`config.mk`:
```
export PLATFORM = sky130hd
export DESIGN_NAME = mc_controller
export DESIGN_NICKNAME = d
export VERILOG_FILES = /design/src/rtl/mips_defs.sv /design/src/rtl/mc_decode.sv /design/src/rtl/mc_controller.sv
export SDC_FILE = /design/constraint.sdc
export NUM_CORES = 1
export LEC_CHECK = 0
export BUFFER_PORTS_ARGS = -buffer_cell sky130_fd_sc_hd__buf_2
export CORE_MARGIN = 2
export CORE_UTILIZATION = 44
export CTS_BUF_LIST = sky130_fd_sc_hd__clkbuf_8 sky130_fd_sc_hd__clkbuf_16
export DETAILED_ROUTE_END_ITERATION = 8
export GPL_TIMING_DRIVEN = 0
export PLACE_DENSITY = 0.85
export SYNTH_ARGS = -nofsm -noshare
export SYNTH_HDL_FRONTEND = slang
export SYNTH_SLANG_ARGS = --single-unit
```
`constraint.sdc`:
```
create_clock -name clk -period 5.2 [get_ports clk]
set_clock_uncertainty 0.15 [all_clocks]
set_input_delay 0.78 -clock clk [delete_from_list [all_inputs] [get_ports clk]]
set_output_delay 0.78 -clock clk [all_outputs]
set_load 0.01 [all_outputs]
```
`src/rtl/mips_defs.sv`:
```
// Shared MIPS definitions: opcodes, function codes, FSM states, datapath select values.
// Latency: n/a (constants and types only).
// Backpressure: n/a.
package mips_defs;

    // Primary opcodes
    localparam logic [5:0] OP_RTYPE = 6'b000000;
    localparam logic [5:0] OP_ORI   = 6'b001101;
    localparam logic [5:0] OP_LW    = 6'b100011;
    localparam logic [5:0] OP_SW    = 6'b101011;
    localparam logic [5:0] OP_BEQ   = 6'b000100;
    localparam logic [5:0] OP_LUI   = 6'b001111;
    localparam logic [5:0] OP_J     = 6'b000010;
    localparam logic [5:0] OP_JAL   = 6'b000011;

    // R-type function codes
    localparam logic [5:0] FN_SLL  = 6'b000000;
    localparam logic [5:0] FN_ADDU = 6'b100001;
    localparam logic [5:0] FN_SUBU = 6'b100011;
    localparam logic [5:0] FN_JR   = 6'b001000;

    // FSM state encodings; the numeric values are visible on the debug port
    typedef enum logic [2:0] {
        S_FETCH  = 3'd0,
        S_DECODE = 3'd1,
        S_EXE    = 3'd2,
        S_MEM    = 3'd3,
        S_WB     = 3'd4,
        S_HALT   = 3'd7
    } state_e;

    // Instruction classes produced by mc_decode
    typedef enum logic [3:0] {
        C_RTYPE, C_IMM, C_LOAD, C_STORE, C_BRANCH,
        C_JUMP, C_JAL, C_JR, C_NOP, C_ILLEGAL
    } iclass_e;

    // Register write address select
    localparam logic [1:0] REGDST_RT = 2'd0;
    localparam logic [1:0] REGDST_RD = 2'd1;
    localparam logic [1:0] REGDST_RA = 2'd2;

    // Register write data select
    localparam logic [1:0] M2R_ALU = 2'd0;
    localparam logic [1:0] M2R_DM  = 2'd1;
    localparam logic [1:0] M2R_PC4 = 2'd2;

    // Immediate extension
    localparam logic [1:0] EXT_ZERO  = 2'd0;
    localparam logic [1:0] EXT_SIGN  = 2'd1;
    localparam logic [1:0] EXT_UPPER = 2'd2;

    // ALU operation
    localparam logic [2:0] ALU_ADD = 3'd0;
    localparam logic [2:0] ALU_SUB = 3'd1;
    localparam logic [2:0] ALU_OR  = 3'd2;

    // Next-PC source
    localparam logic [2:0] NPC_SEQ = 3'd0;
    localparam logic [2:0] NPC_BR  = 3'd1;
    localparam logic [2:0] NPC_J   = 3'd2;
    localparam logic [2:0] NPC_JR  = 3'd3;

endpackage

```
`src/rtl/mc_decode.sv`:
```
// Classifies the latched opcode/funct pair into an instruction class.
// Latency: purely combinational, zero cycles.
// Backpressure: none; output follows the inputs.
module mc_decode
    import mips_defs::*;
(
    input  logic [5:0] op_i,
    input  logic [5:0] funct_i,
    output iclass_e    cls_o
);

    // Only Op and funct are visible here, so an R-type word with funct=sll is
    // treated as the all-zero NOP; any other undecoded pattern is illegal.
    always_comb begin
        cls_o = C_ILLEGAL;
        case (op_i)
            OP_RTYPE: begin
                case (funct_i)
                    FN_ADDU, FN_SUBU: cls_o = C_RTYPE;
                    FN_JR:            cls_o = C_JR;
                    FN_SLL:           cls_o = C_NOP;
                    default:          cls_o = C_ILLEGAL;
                endcase
            end
            OP_ORI, OP_LUI: cls_o = C_IMM;
            OP_LW:          cls_o = C_LOAD;
            OP_SW:          cls_o = C_STORE;
            OP_BEQ:         cls_o = C_BRANCH;
            OP_J:           cls_o = C_JUMP;
            OP_JAL:         cls_o = C_JAL;
            default:        cls_o = C_ILLEGAL;
        endcase
    end

endmodule

```
`src/rtl/mc_controller.sv`:
```
// Multi-cycle MIPS control FSM: FETCH/DECODE/EXE/MEM/WB/HALT sequencing of datapath strobes.
// Latency: 2..5 cycles per instruction plus MEM_LAT per memory phase; outputs decoded from state.
// Backpressure: none; memory wait is a fixed MEM_LAT-cycle stretch of FETCH and MEM.
module mc_controller
    import mips_defs::*;
#(
    parameter int unsigned MEM_LAT      = 0,
    parameter bit          TRAP_ILLEGAL = 1'b1
) (
    input  logic       clk,
    input  logic       reset,
    input  logic [5:0] Op,
    input  logic [5:0] funct,
    input  logic       zero,
    output logic       PC_We,
    output logic       IR_We,
    output logic       RegWrite,
    output logic       MemWrite,
    output logic       MemRead,
    output logic [1:0] RegDst,
    output logic [1:0] Mem2Reg,
    output logic [1:0] ExtOp,
    output logic       ALUSrc,
    output logic [2:0] ALUOp,
    output logic [2:0] nPC_Sel,
    output logic [2:0] state,
    output logic       retire,
    output logic       illegal
);

    localparam logic [2:0] LAT = 3'(MEM_LAT);

    state_e     state_q, state_d;
    logic [2:0] cnt_q, cnt_d;
    logic       illegal_q, illegal_d;
    iclass_e    cls;
    logic       mem_done;

    logic       pc_we_c, ir_we_c, reg_write_c, mem_write_c, mem_read_c, retire_c;
    logic [1:0] reg_dst_c, mem2reg_c, ext_op_c;
    logic       alu_src_c;
    logic [2:0] alu_op_c, npc_sel_c;

    mc_decode u_decode (
        .op_i    (Op),
        .funct_i (funct),
        .cls_o   (cls)
    );

    // With MEM_LAT=0 every memory phase is a single cycle and the counter is ignored.
    assign mem_done = (LAT == 3'd0) || (cnt_q == LAT);

    // State, wait counter and sticky illegal flag; reset is synchronous and overrides all.
    always_ff @(posedge clk) begin
        if (reset) begin
            state_q   <= S_FETCH;
            cnt_q     <= 3'd0;
            illegal_q <= 1'b0;
        end else begin
            state_q   <= state_d;
            cnt_q     <= cnt_d;
            illegal_q <= illegal_d;
        end
    end

    // Next-state, counter and raw control decode from the registered state and Op/funct.
    always_comb begin
        state_d     = state_q;
        cnt_d       = cnt_q;
        illegal_d   = illegal_q;
        pc_we_c     = 1'b0;
        ir_we_c     = 1'b0;
        reg_write_c = 1'b0;
        mem_write_c = 1'b0;
        mem_read_c  = 1'b0;
        retire_c    = 1'b0;
        reg_dst_c   = REGDST_RT;
        mem2reg_c   = M2R_ALU;
        ext_op_c    = EXT_ZERO;
        alu_src_c   = 1'b0;
        alu_op_c    = ALU_ADD;
        npc_sel_c   = NPC_SEQ;

        case (state_q)
            S_FETCH: begin
                mem_read_c = 1'b1;
                if (mem_done) begin
                    ir_we_c = 1'b1;
                    pc_we_c = 1'b1;
                    state_d = S_DECODE;
                end else begin
                    cnt_d = cnt_q + 3'd1;
                end
            end
            S_DECODE: begin
                case (cls)
                    C_JUMP: begin
                        pc_we_c   = 1'b1;
                        npc_sel_c = NPC_J;
                        retire_c  = 1'b1;
                        state_d   = S_FETCH;
                    end
                    C_JAL: begin
                        pc_we_c     = 1'b1;
                        npc_sel_c   = NPC_J;
                        reg_write_c = 1'b1;
                        reg_dst_c   = REGDST_RA;
                        mem2reg_c   = M2R_PC4;
                        retire_c    = 1'b1;
                        state_d     = S_FETCH;
                    end
                    C_JR: begin
                        pc_we_c   = 1'b1;
                        npc_sel_c = NPC_JR;
                        retire_c  = 1'b1;
                        state_d   = S_FETCH;
                    end
                    C_NOP: begin
                        retire_c = 1'b1;
                        state_d  = S_FETCH;
                    end
                    C_ILLEGAL: begin
                        illegal_d = 1'b1;
                        if (TRAP_ILLEGAL) begin
                            state_d = S_HALT;
                        end else begin
                            retire_c = 1'b1;
                            state_d  = S_FETCH;
                        end
                    end
                    default: state_d = S_EXE;
                endcase
            end
            S_EXE: begin
                case (cls)
                    C_BRANCH: begin
                        alu_op_c = ALU_SUB;
                        ext_op_c = EXT_SIGN;
                        if (zero) begin
                            pc_we_c   = 1'b1;
                            npc_sel_c = NPC_BR;
                        end
                        retire_c = 1'b1;
                        state_d  = S_FETCH;
                    end
                    C_LOAD, C_STORE: begin
                        alu_src_c = 1'b1;
                        alu_op_c  = ALU_ADD;
                        ext_op_c  = EXT_SIGN;
                        state_d   = S_MEM;
                    end
                    C_RTYPE: begin
                        alu_op_c = (funct == FN_SUBU) ? ALU_SUB : ALU_ADD;
                        state_d  = S_WB;
                    end
                    C_IMM: begin
                        alu_src_c = 1'b1;
                        if (Op == OP_LUI) begin
                            ext_op_c = EXT_UPPER;
                            alu_op_c = ALU_ADD;
                        end else begin
                            ext_op_c = EXT_ZERO;
                            alu_op_c = ALU_OR;
                        end
                        state_d = S_WB;
                    end
                    default: state_d = S_FETCH;
                endcase
            end
            S_MEM: begin
                mem_read_c = (cls == C_LOAD);
                if (mem_done) begin
                    if (cls == C_STORE) begin
                        mem_write_c = 1'b1;
                        retire_c    = 1'b1;
                        state_d     = S_FETCH;
                    end else begin
                        state_d = S_WB;
                    end
                end else begin
                    cnt_d = cnt_q + 3'd1;
                end
            end
            S_WB: begin
                reg_write_c = 1'b1;
                reg_dst_c   = (cls == C_RTYPE) ? REGDST_RD : REGDST_RT;
                mem2reg_c   = (cls == C_LOAD) ? M2R_DM : M2R_ALU;
                retire_c    = 1'b1;
                state_d     = S_FETCH;
            end
            S_HALT: state_d = S_HALT;
            default: state_d = S_FETCH;
        endcase

        // Every memory phase starts its wait count from zero.
        if ((state_d != state_q) && ((state_d == S_FETCH) || (state_d == S_MEM))) begin
            cnt_d = 3'd0;
        end
    end

    // Strobes and selects are held low while reset is asserted so a reset
    // cycle can never write PC, IR, the register file or memory.
    assign PC_We    = pc_we_c     & ~reset;
    assign IR_We    = ir_we_c     & ~reset;
    assign RegWrite = reg_write_c & ~reset;
    assign MemWrite = mem_write_c & ~reset;
    assign MemRead  = mem_read_c  & ~reset;
    assign retire   = retire_c    & ~reset;
    assign RegDst   = reset ? REGDST_RT : reg_dst_c;
    assign Mem2Reg  = reset ? M2R_ALU   : mem2reg_c;
    assign ExtOp    = reset ? EXT_ZERO  : ext_op_c;
    assign ALUSrc   = alu_src_c & ~reset;
    assign ALUOp    = reset ? ALU_ADD   : alu_op_c;
    assign nPC_Sel  = reset ? NPC_SEQ   : npc_sel_c;
    assign state    = state_q;
    assign illegal  = illegal_q;

endmodule
```
==> flow_metrics.tcl, run 1 <==
set metrics [dict create \
    outcome "finished, final reports clean" \
    fin_util_pct 60.1 \
    dr.first_iter.drc_count 29 \
    synth_xor_area_share_pct 1.13 \
    wl_per_cell_um 12.8 \
    place_ws_ns 1.68 \
    grt_setup_unrepaired "no" \
    nNetsFinal 170 \
    synth-main-ff-cell "dfxtp_1" \
    grtUsageTotal_pct 20.8 \
    cts-root-buf "clkbuf_8" \
    syn-instance-count 115 \
    synth-compound-area-share_pct 23.2 \
    start_util_pct 46.1 \
    antenna_cells 0 \
    clock_sinks 4 \
    cp-end-kind "output port" \
    hold_viol_final 0 \
    power.total_w 0.000245 \
    cts_setup_buffers 0 \
    cellPowerDensity_nw_per_um2 241 \
    cap_violations 0 \
    path_clk_slew_ns 0.03 \
    core_area_um2 1690 \
    worst_slack_ns 1.62 \
    antenna_found_initial 0 \
    synth.yosys.seq_area_share_pct 10.3 \
    critPathKind "input port to output port" \
    muxShareOfSynthArea_pct 1.29 \
    area_delta_synth_final_pct 30.4 \
    synth_warnings 0 \
    dr.pass1.iters 4 \
    fillCellCount 173 \
    post_cts_resized 0 \
    fp.dieW_um 46.1 \
    drc 0 \
    setup_viol 0 \
    htree_levels 1 \
    grt_max_degree 11 \
    synthAdderAreaFrac_pct 0 \
    regArea_um2 80.1 \
    viasPerCell 5.88 \
    drt_wl_total_um 2170 \
    hold_path_class "register to register" \
    row_count 15 \
    leakage_nw 0.465 \
    syn_avg_cell_area_um2 6.77 \
    critPathMaxFanout 10 \
    netlist_area_um2 778 \
    place_congestion 0.878 \
    die_y_um 46.1 \
    synth-seq-cells 4 \
    drive_gt1_share_pct 35.9 \
    numCtsBuffers 3 \
    finalCriticalPeriod_ns 3.58 \
    fp.dieArea_um2 2120 \
    hold_ws_ns 0.294 \
    cts_max_path_buffers 2 \
    critPathLaunchType "input port" \
    grt_pass1_vias 826 \
    dp_hpwl_um 1720 \
    synth-async-reset-ratio_pct 0 \
    synth_top_family_by_area "simple AND/OR/NAND/NOR gates" \
    num_vias 1000 \
    port_buffers 34 \
    cts_hold_buffers 0 \
    vdd_drop_max_v 0.000148 \
    num_io_pins 38 \
    multiInputGateArea_um2 617 \
    crit_required_ns 4.27 \
    tns_ns 0 \
    ys_types 50 \
    cts_tree "built" \
    finalCritPeriodShare_pct 68.9 \
    synth_edf_count 0 \
    insertion_delay_ns 0.22 \
    gr-total-overflow 0 \
    ant_nets 0 \
    grt_pass1_wl_um 3270 \
    crit_arrival_ns 2.65 \
    slew_viol_final 0 \
    clock.fmax_ghz 0.279 \
    synth-simple-area-share_pct 52.7 \
]
[worst paths after layout]
kind / start / end / depth (start not counted) / slack, ns
setup reg to reg: state[1] / state[1] / 4 / 3.70
hold / removal: illegal / illegal / 2 / 0.29
setup / recovery: Op[5] / RegDst[1] / 8 / 1.62
hold reg to reg: illegal / illegal / 2 / 0.29
[placed cells by master (no fill, tap or decap), drive strengths merged, types with 2 or more instances in the layout]
cell type and n:
nor3 7, or2 3, dfxtp 4, nand4 3
nand2 11, a31oi 3, conb 2, and3 3
nor3b 2, or3 3, a21oi 4, nand2b 3
buf 41, nand3 4, inv 4, nor2 12
nor4 5, o21ai 4, and2 4, clkbuf 8
[synth_stat cells (3+ instances only)]
library cell	count	area share, %
nor2_1	12	5.8
inv_1	4	1.9
and3_1	3	2.4
clkbuf_1	5	2.4
dfxtp_1	4	10
nor3_1	7	4.5
nand2b_1	3	2.4
nand4_1	3	2.4
or3_1	3	2.4
nand3_1	4	2.6
o21ai_0	4	2.6
nand2_1	11	5.3
and2_1	4	3.2
a21oi_1	3	1.9
buf_4	4	3.9
nor4_1	4	3.2
[metrics by stage]
step	area, um2	cells
2_1_floorplan	782	116
3_3_place_gp	973	167
3_5_place_dp	973	167
4_1_cts	1010	170
5_1_grt	1010	170
6_report	1010	170
[state kept, by name (all words and copies together), names as in the netlist]
signal / flops
illegal: 1
state: 3
[cell type report]
cell class,count,area share [%]
inverters,4,1.48
repair buffers,34,16.8
clock buffers,3,4.07
plain buffers,12,6.91
multi-input cells,96,60.8
flip-flops and latches,4,7.89
well taps,17,2.10
[worst max-delay path, cell delays in order]
cell and delay [ns]:
buf_2 0.10, buf_2 0.17, or3_1 0.37, a211oi_1 0.35
o31ai_2 0.18, nor4_1 0.39, buf_4 0.19, buf_2 0.12
[routing by layer]
| metal | up-vias | track usage [%] | wire length (um) |
|---|---|---|---|
| met5 | - | 0 | 0 |
| met4 | 0 | 11.4 | 23 |
| met3 | 4 | 1.18 | 89 |
| met2 | 28 | 34.4 | 1100 |
| met1 | 466 | 26.5 | 958 |
| li1 | 502 | - | - |
[report_power, final]
part | switching (W) | internal [W] | leakage (nW)
Combinational | 0.0000788 | 0.0000532 | 0.410
Clock | 0.0000157 | 0.0000493 | 0.0216
Sequential | 0.00000689 | 0.0000406 | 0.0331
Total | 0.000101 | 0.000143 | 0.465
[cell families (layout without fill, tap and decap cells)]
logic type | Yosys count | after routing
XOR/XNOR | 1 | 1
AND/OR/NAND/NOR | 68 | 68
AO/OA/AOI/OAI | 24 | 24
multiplexers | 1 | 1
buffers and inverters | 16 | 53
other | 1 | 2
flip-flops | 4 | 4
No activity file was read; power rests on OpenSTA's default activity.
==> run 2, diff against run 1 <==
--- a/config.mk
+++ b/config.mk
@@ -5,13 +5,14 @@
 export SDC_FILE = /design/constraint.sdc
 export NUM_CORES = 1
 export LEC_CHECK = 0
+export ABC_AREA = 1
 export BUFFER_PORTS_ARGS = -buffer_cell sky130_fd_sc_hd__buf_2
 export CORE_MARGIN = 2
 export CORE_UTILIZATION = 44
 export CTS_BUF_LIST = sky130_fd_sc_hd__clkbuf_8 sky130_fd_sc_hd__clkbuf_16
 export DETAILED_ROUTE_END_ITERATION = 8
 export GPL_TIMING_DRIVEN = 0
-export PLACE_DENSITY = 0.85
+export PLACE_DENSITY = 0.84
 export SYNTH_ARGS = -nofsm -noshare
 export SYNTH_HDL_FRONTEND = slang
 export SYNTH_SLANG_ARGS = --single-unit
==> constraint.sdc (replaced) <==
create_clock -name clk -period 3.3 [get_ports clk]
set_clock_uncertainty 0.15 [all_clocks]
set_input_delay 0.495 -clock clk [delete_from_list [all_inputs] [get_ports clk]]
set_output_delay 0.495 -clock clk [all_outputs]
set_load 0.01 [all_outputs]
==> run 2 against run 1 <==
Against the previous run: synthesized cell count rose by 29%; final cell count is 25% higher; critical path depth did not move; via count increased by 5.6%; sequential share of layout area decreased by 0.38 points; power up 34%; register-to-register slack worse by 2.2 ns; highest routed layer unchanged.
==> flow_metrics.tcl, run 2 <==
set metrics [dict create \
    hold_viol_final 0 \
    synth_warnings 0 \
    mostFrequentLayoutCells "buf_2 (36), nor2_1 (25), nand2_1 (24), inv_1 (19), nand3_1 (15)" \
    pwr-share-seq_pct 20.4 \
    start_util_pct 47.2 \
    leakage_nw 0.582 \
    synth_top_cell_area_share_pct 11.5 \
    hold_path_class "register to register" \
    fp.dieW_um 47.0 \
    slowest_delay_ns 0.43 \
    p_sw_share_pct 41.4 \
    timing.rr.end "state[2]" \
    outcome "finished, final reports clean" \
    fin_util_pct 61.7 \
    cts_tree "built" \
    cap_violations 0 \
    p_comb_share_pct 47.9 \
    final_area_um2 1070 \
    core_area_um2 1730 \
    dr.pass1.iters 4 \
    nNetsFinal 204 \
    regArea_um2 80.1 \
    reg2reg_from "state[2]" \
    gr-total-overflow 0 \
    setup_viol 0 \
    net-switching-power_w 0.000135 \
    worstPathCellList "buf_2 > nor3_1 > inv_1 > nor2_2 > inv_2 > nor4_2 > buf_4 > buf_2" \
    synthTopCellsByCount "nor2_1 (25), nand2_1 (24), inv_1 (19)" \
    min_from "illegal" \
    clock.fmax_ghz 0.378 \
    rr_worst_depth 8 \
    synth_edf_count 0 \
    final_cells 212 \
    crit_top_cell "buf_2" \
    vdd_drop_max_v 0.000147 \
    path_clk_slew_ns 0.03 \
    cts_setup_buffers 0 \
    ant_nets 0 \
    htree_levels 1 \
    syn_avg_cell_area_um2 5.50 \
    finalCritPeriodShare_pct 80.2 \
    dr.first_iter.drc_count 23 \
    viasPerCell 4.98 \
    min_to "illegal" \
    drt_wl_total_um 2150 \
    row_count 15 \
    p_int_w 0.000192 \
    die_y_um 47.0 \
    synth-async-reset-ratio_pct 0 \
    whs_path_depth 2 \
    synth-main-ff-cell "dfxtp_1" \
    drive_gt1_share_pct 36.9 \
    grt_max_degree 11 \
    ys_types 29 \
    post_cts_resized 0 \
    drc 0 \
    placed_cell_area_um2 1020 \
    fillCellCount 168 \
    num_io_pins 38 \
    grt_setup_unrepaired "no" \
    cts-root-buf "clkbuf_8" \
    place_congestion 0.907 \
    final_common_cell "buf_2" \
    yosysTopAreaCell "nor2_1" \
    finalCriticalPeriod_ns 2.65 \
    critPathMaxFanout 8 \
    antenna_found_initial 0 \
    syn-instance-count 148 \
    antenna_cells 0 \
    num_vias 1056 \
    cts_max_path_buffers 2 \
    synth.yosys.seq_area_share_pct 9.83 \
    cts_hold_buffers 0 \
    largest_register_ffs 3 \
    synth-seq-cells 4 \
    crit_arrival_ns 2.00 \
    r2r_slack_ns 1.52 \
    netlist_area_um2 815 \
    numCtsBuffers 3 \
    crit_required_ns 2.65 \
    critPathKind "register to output port" \
    synth_area_leaders "nor2_1 (12%), nand2_1 (11%), dfxtp_1 (9.8%), nand3_1 (9.2%), inv_1 (8.8%)" \
    tns_ns 0 \
    dp_hpwl_um 1810 \
    dp_cells 209 \
    insertion_delay_ns 0.22 \
    grtUsageTotal_pct 21.2 \
    grt_pass1_wl_um 3390 \
    cp-end-kind "output port" \
    grt_pass1_vias 878 \
    wl_per_cell_um 10.1 \
    multiInputGateArea_um2 609 \
    cellPowerDensity_nw_per_um2 307 \
    fp.dieArea_um2 2210 \
    port_buffers 35 \
    clkPwrFrac_pct 31.7 \
    yosysMostFrequentCell "nor2_1" \
    slew_viol_final 0 \
    clock_sinks 4 \
    cp_slowest_cell "nor3_1" \
    area_delta_synth_final_pct 30.9 \
    critPathLaunchType "register" \
]
==> run 2: kinds of logic after synthesis <==
family / synth area share, %
compound gates: 9.06
other cells: 0.460
simple gates: 64.8
buf+inv: 15.8
flops: 9.83
==> run 2: worst max path at each step <==
stage	start	endpoint	slack [ns]	cells past startpoint
floorplan	Op[2]	RegDst[1]	0.92	8
global placement	Op[2]	RegDst[1]	0.71	10
detailed placement	Op[2]	RegDst[1]	0.70	10
CTS	state[2]	RegDst[1]	0.67	8
global route	state[2]	RegDst[1]	0.48	8
finish	state[2]	RegDst[1]	0.65	8
==> run 2: routing by layer <==
layer,track usage (%),up-vias,part of all wire (%)
met5,0,-,0
met4,9.44,0,1.5
met3,5.77,6,4.8
met2,34.5,30,48
met1,26.1,462,45
li1,-,558,-
==> run 2: metrics by stage <==
stage	setup slack, ns	total power [W]	hold WS (ns)
4_1_cts	0.669	0.000327	0.314
3_3_place_gp	0.715	0.000218	0.297
5_1_grt	0.477	0.000350	0.341
2_1_floorplan	0.921	0.000171	0.355
3_5_place_dp	0.704	0.000222	0.309
6_report	0.653	0.000327	0.311
==> run 2: critical path: cells and delay by family, from the launching register on <==
family	cells	cell delay, ns
buffers and inverters	5	0.65
and+or+nand+nor	3	0.83
DFF	1	0.30
==> run 2: area by class of cell <==
cell class | count | area share [%]
plain buffers | 5 | 2.93
clock buffers | 3 | 3.87
inverters | 26 | 9.15
multi-input cells | 114 | 57.2
well taps | 25 | 2.93
flip-flops and latches | 4 | 7.51
repair buffers | 35 | 16.4
==> run 2: power groups by stage <==
stage          registers (W)  clock network [W]  logic [W]
3_3_place_gp       0.0000666                  0   0.000151
3_5_place_dp       0.0000677                  0   0.000155
4_1_cts            0.0000668           0.000104   0.000156
2_1_floorplan      0.0000715                  0  0.0000996
5_1_grt            0.0000675           0.000108   0.000175
6_report           0.0000667           0.000104   0.000157
==> run 3, diff against run 2 <==
==> constraint.sdc (replaced) <==
create_clock -name clk -period 2.56 [get_ports clk]
set_clock_uncertainty 0.15 [all_clocks]
set_input_delay 0.384 -clock clk [delete_from_list [all_inputs] [get_ports clk]]
set_output_delay 0.384 -clock clk [all_outputs]
set_load 0.01 [all_outputs]
==> run 3 against run 2 <==
Against the previous run: global-route usage is the same; largest cell class unchanged; via count grew 0.47%; sequential cell count is the same; clock power grew 28%; power grew 30%; count of clock-buffer cells in the layout is the same; first-iteration DRC count is the same.
==> flow_metrics.tcl, run 3 (synthesized netlist as in run 2, its figures left out) <==
set metrics [dict create \
    crit_arrival_ns 1.85 \
    final_area_um2 1070 \
    min_from "illegal" \
    min_to "illegal" \
    setup_viol 0 \
    clkPwrFrac_pct 31.5 \
    grtUsageTotal_pct 21.2 \
    num_vias 1061 \
    clock.fmax_ghz 0.420 \
    pwr-share-seq_pct 20.4 \
    gr-total-overflow 0 \
    leakage_nw 0.585 \
    numCtsBuffers 3 \
    finalCriticalPeriod_ns 2.38 \
    cts_tree "built" \
    largest_register_ffs 3 \
    cellPowerDensity_nw_per_um2 396 \
    grt_pass1_wl_um 3390 \
    critPathMaxFanout 6 \
    cts_hold_buffers 0 \
    p_int_w 0.000248 \
    nNetsFinal 204 \
    insertion_delay_ns 0.22 \
    area_delta_synth_final_pct 31.5 \
    power.total_w 0.000424 \
    critPathLaunchType "input port" \
    hold_viol_final 0 \
    crit_required_ns 2.03 \
    whs_path_depth 2 \
    die_y_um 47.0 \
    drive_gt1_share_pct 37.4 \
    ant_nets 0 \
    outcome "finished, final reports clean" \
    row_count 15 \
    finalCritPeriodShare_pct 93.0 \
    vdd_drop_max_v 0.000190 \
    timing.rr.end "state[2]" \
    start_util_pct 47.2 \
    slew_viol_final 0 \
    tns_ns 0 \
    grt_pass1_vias 878 \
    cts_max_path_buffers 2 \
    htree_levels 1 \
    antenna_cells 0 \
    cts-root-buf "clkbuf_8" \
    antenna_found_initial 0 \
    dr.first_iter.drc_count 23 \
    rr_worst_depth 8 \
    hold_ws_ns 0.311 \
    fin_util_pct 62.0 \
    reg2reg_from "state[2]" \
    fp.dieW_um 47.0 \
    drc 0 \
    fp.dieArea_um2 2210 \
    final_common_cell "buf_2" \
    r2r_slack_ns 0.94 \
    drt_wl_total_um 2150 \
    num_io_pins 38 \
    cp-end-kind "output port" \
    dr.pass1.iters 4 \
    clock_sinks 4 \
    placed_cell_area_um2 1020 \
    mostFrequentLayoutCells "buf_2 (36), nor2_1 (25), nand2_1 (24), inv_1 (19), nand3_1 (15)" \
    fillCellCount 166 \
    critPathKind "input port to output port" \
    place_congestion 0.907 \
    viasPerCell 5.00 \
    path_clk_slew_ns 0.03 \
    grt_setup_unrepaired "no" \
    hold_path_class "register to register" \
    net-switching-power_w 0.000176 \
    p_sw_share_pct 41.5 \
    cap_violations 0 \
    wl_per_cell_um 10.1 \
    port_buffers 35 \
    grt_max_degree 11 \
    dp_hpwl_um 1810 \
    p_comb_share_pct 48.2 \
    core_area_um2 1730 \
]
==> run 3: cell counts in the layout (fill, tap and decap cells not counted) <==
Identical to the previous run, type by type.
==> run 3: layout make-up <==
type	instances	area, um2	share of cell area, %
Multi-Input combinational cell	114	614	57.4
Timing Repair Buffer	35	175	16.4
Inverter	26	97.6	9.11
Sequential cell	4	80.1	7.48
Clock buffer	3	41.3	3.86
Buffer	5	31.3	2.92
Tap cell	25	31.3	2.92
==> run 3: stage by stage <==
step	setup slack (ns)	instances
3_5_place_dp	0.186	209
3_3_place_gp	0.197	209
6_report	0.180	212
4_1_cts	0.0396	212
5_1_grt	0.0121	212
2_1_floorplan	0.373	149
==> run 3: how the worst max path moves through the flow <==
stage | start | end | slack [ns] | depth (start not counted)
after floorplan | state[2] | RegDst[1] | 0.37 | 7
after global placement | Op[2] | RegDst[1] | 0.20 | 10
after detailed placement | Op[2] | RegDst[1] | 0.19 | 10
after CTS | state[2] | RegDst[1] | 0.04 | 8
after global routing | Op[2] | RegDst[1] | 0.01 | 10
final | Op[2] | RegDst[1] | 0.18 | 10
==> run 3: worst max-delay path, stage by stage <==
cell     delay (ns)
buf_2          0.13
nor2_2         0.26
nand3_2        0.16
nor2_1         0.17
nor2_1         0.10
nor2_2         0.12
inv_2          0.05
nor4_2         0.23
buf_4          0.14
buf_2          0.11
==> run 3: what timing repair did <==
item	in CTS	in global routing
setup endpoints to repair	0	2
buffers inserted	0	0
gates resized for setup	0	1
==> run 3: power groups by stage <==
stage | registers [W] | logic [W] | clock network, W
6_report | 0.0000863 | 0.000204 | 0.000133
5_1_grt | 0.0000875 | 0.000227 | 0.000140
2_1_floorplan | 0.0000922 | 0.000128 | 0
4_1_cts | 0.0000862 | 0.000201 | 0.000134
3_5_place_dp | 0.0000873 | 0.000199 | 0
3_3_place_gp | 0.0000858 | 0.000195 | 0
==> run 3: per-layer routing <==
| layer | routed length (um) | share of wire (%) | global-route usage, % | vias up |
|---|---|---|---|---|
| li1 | - | - | - | 559 |
| met1 | 970 | 45 | 26.1 | 464 |
| met2 | 1040 | 48 | 34.5 | 32 |
| met3 | 106 | 4.9 | 5.77 | 6 |
| met4 | 33 | 1.5 | 9.44 | 0 |
| met5 | 0 | 0 | 0 | - |
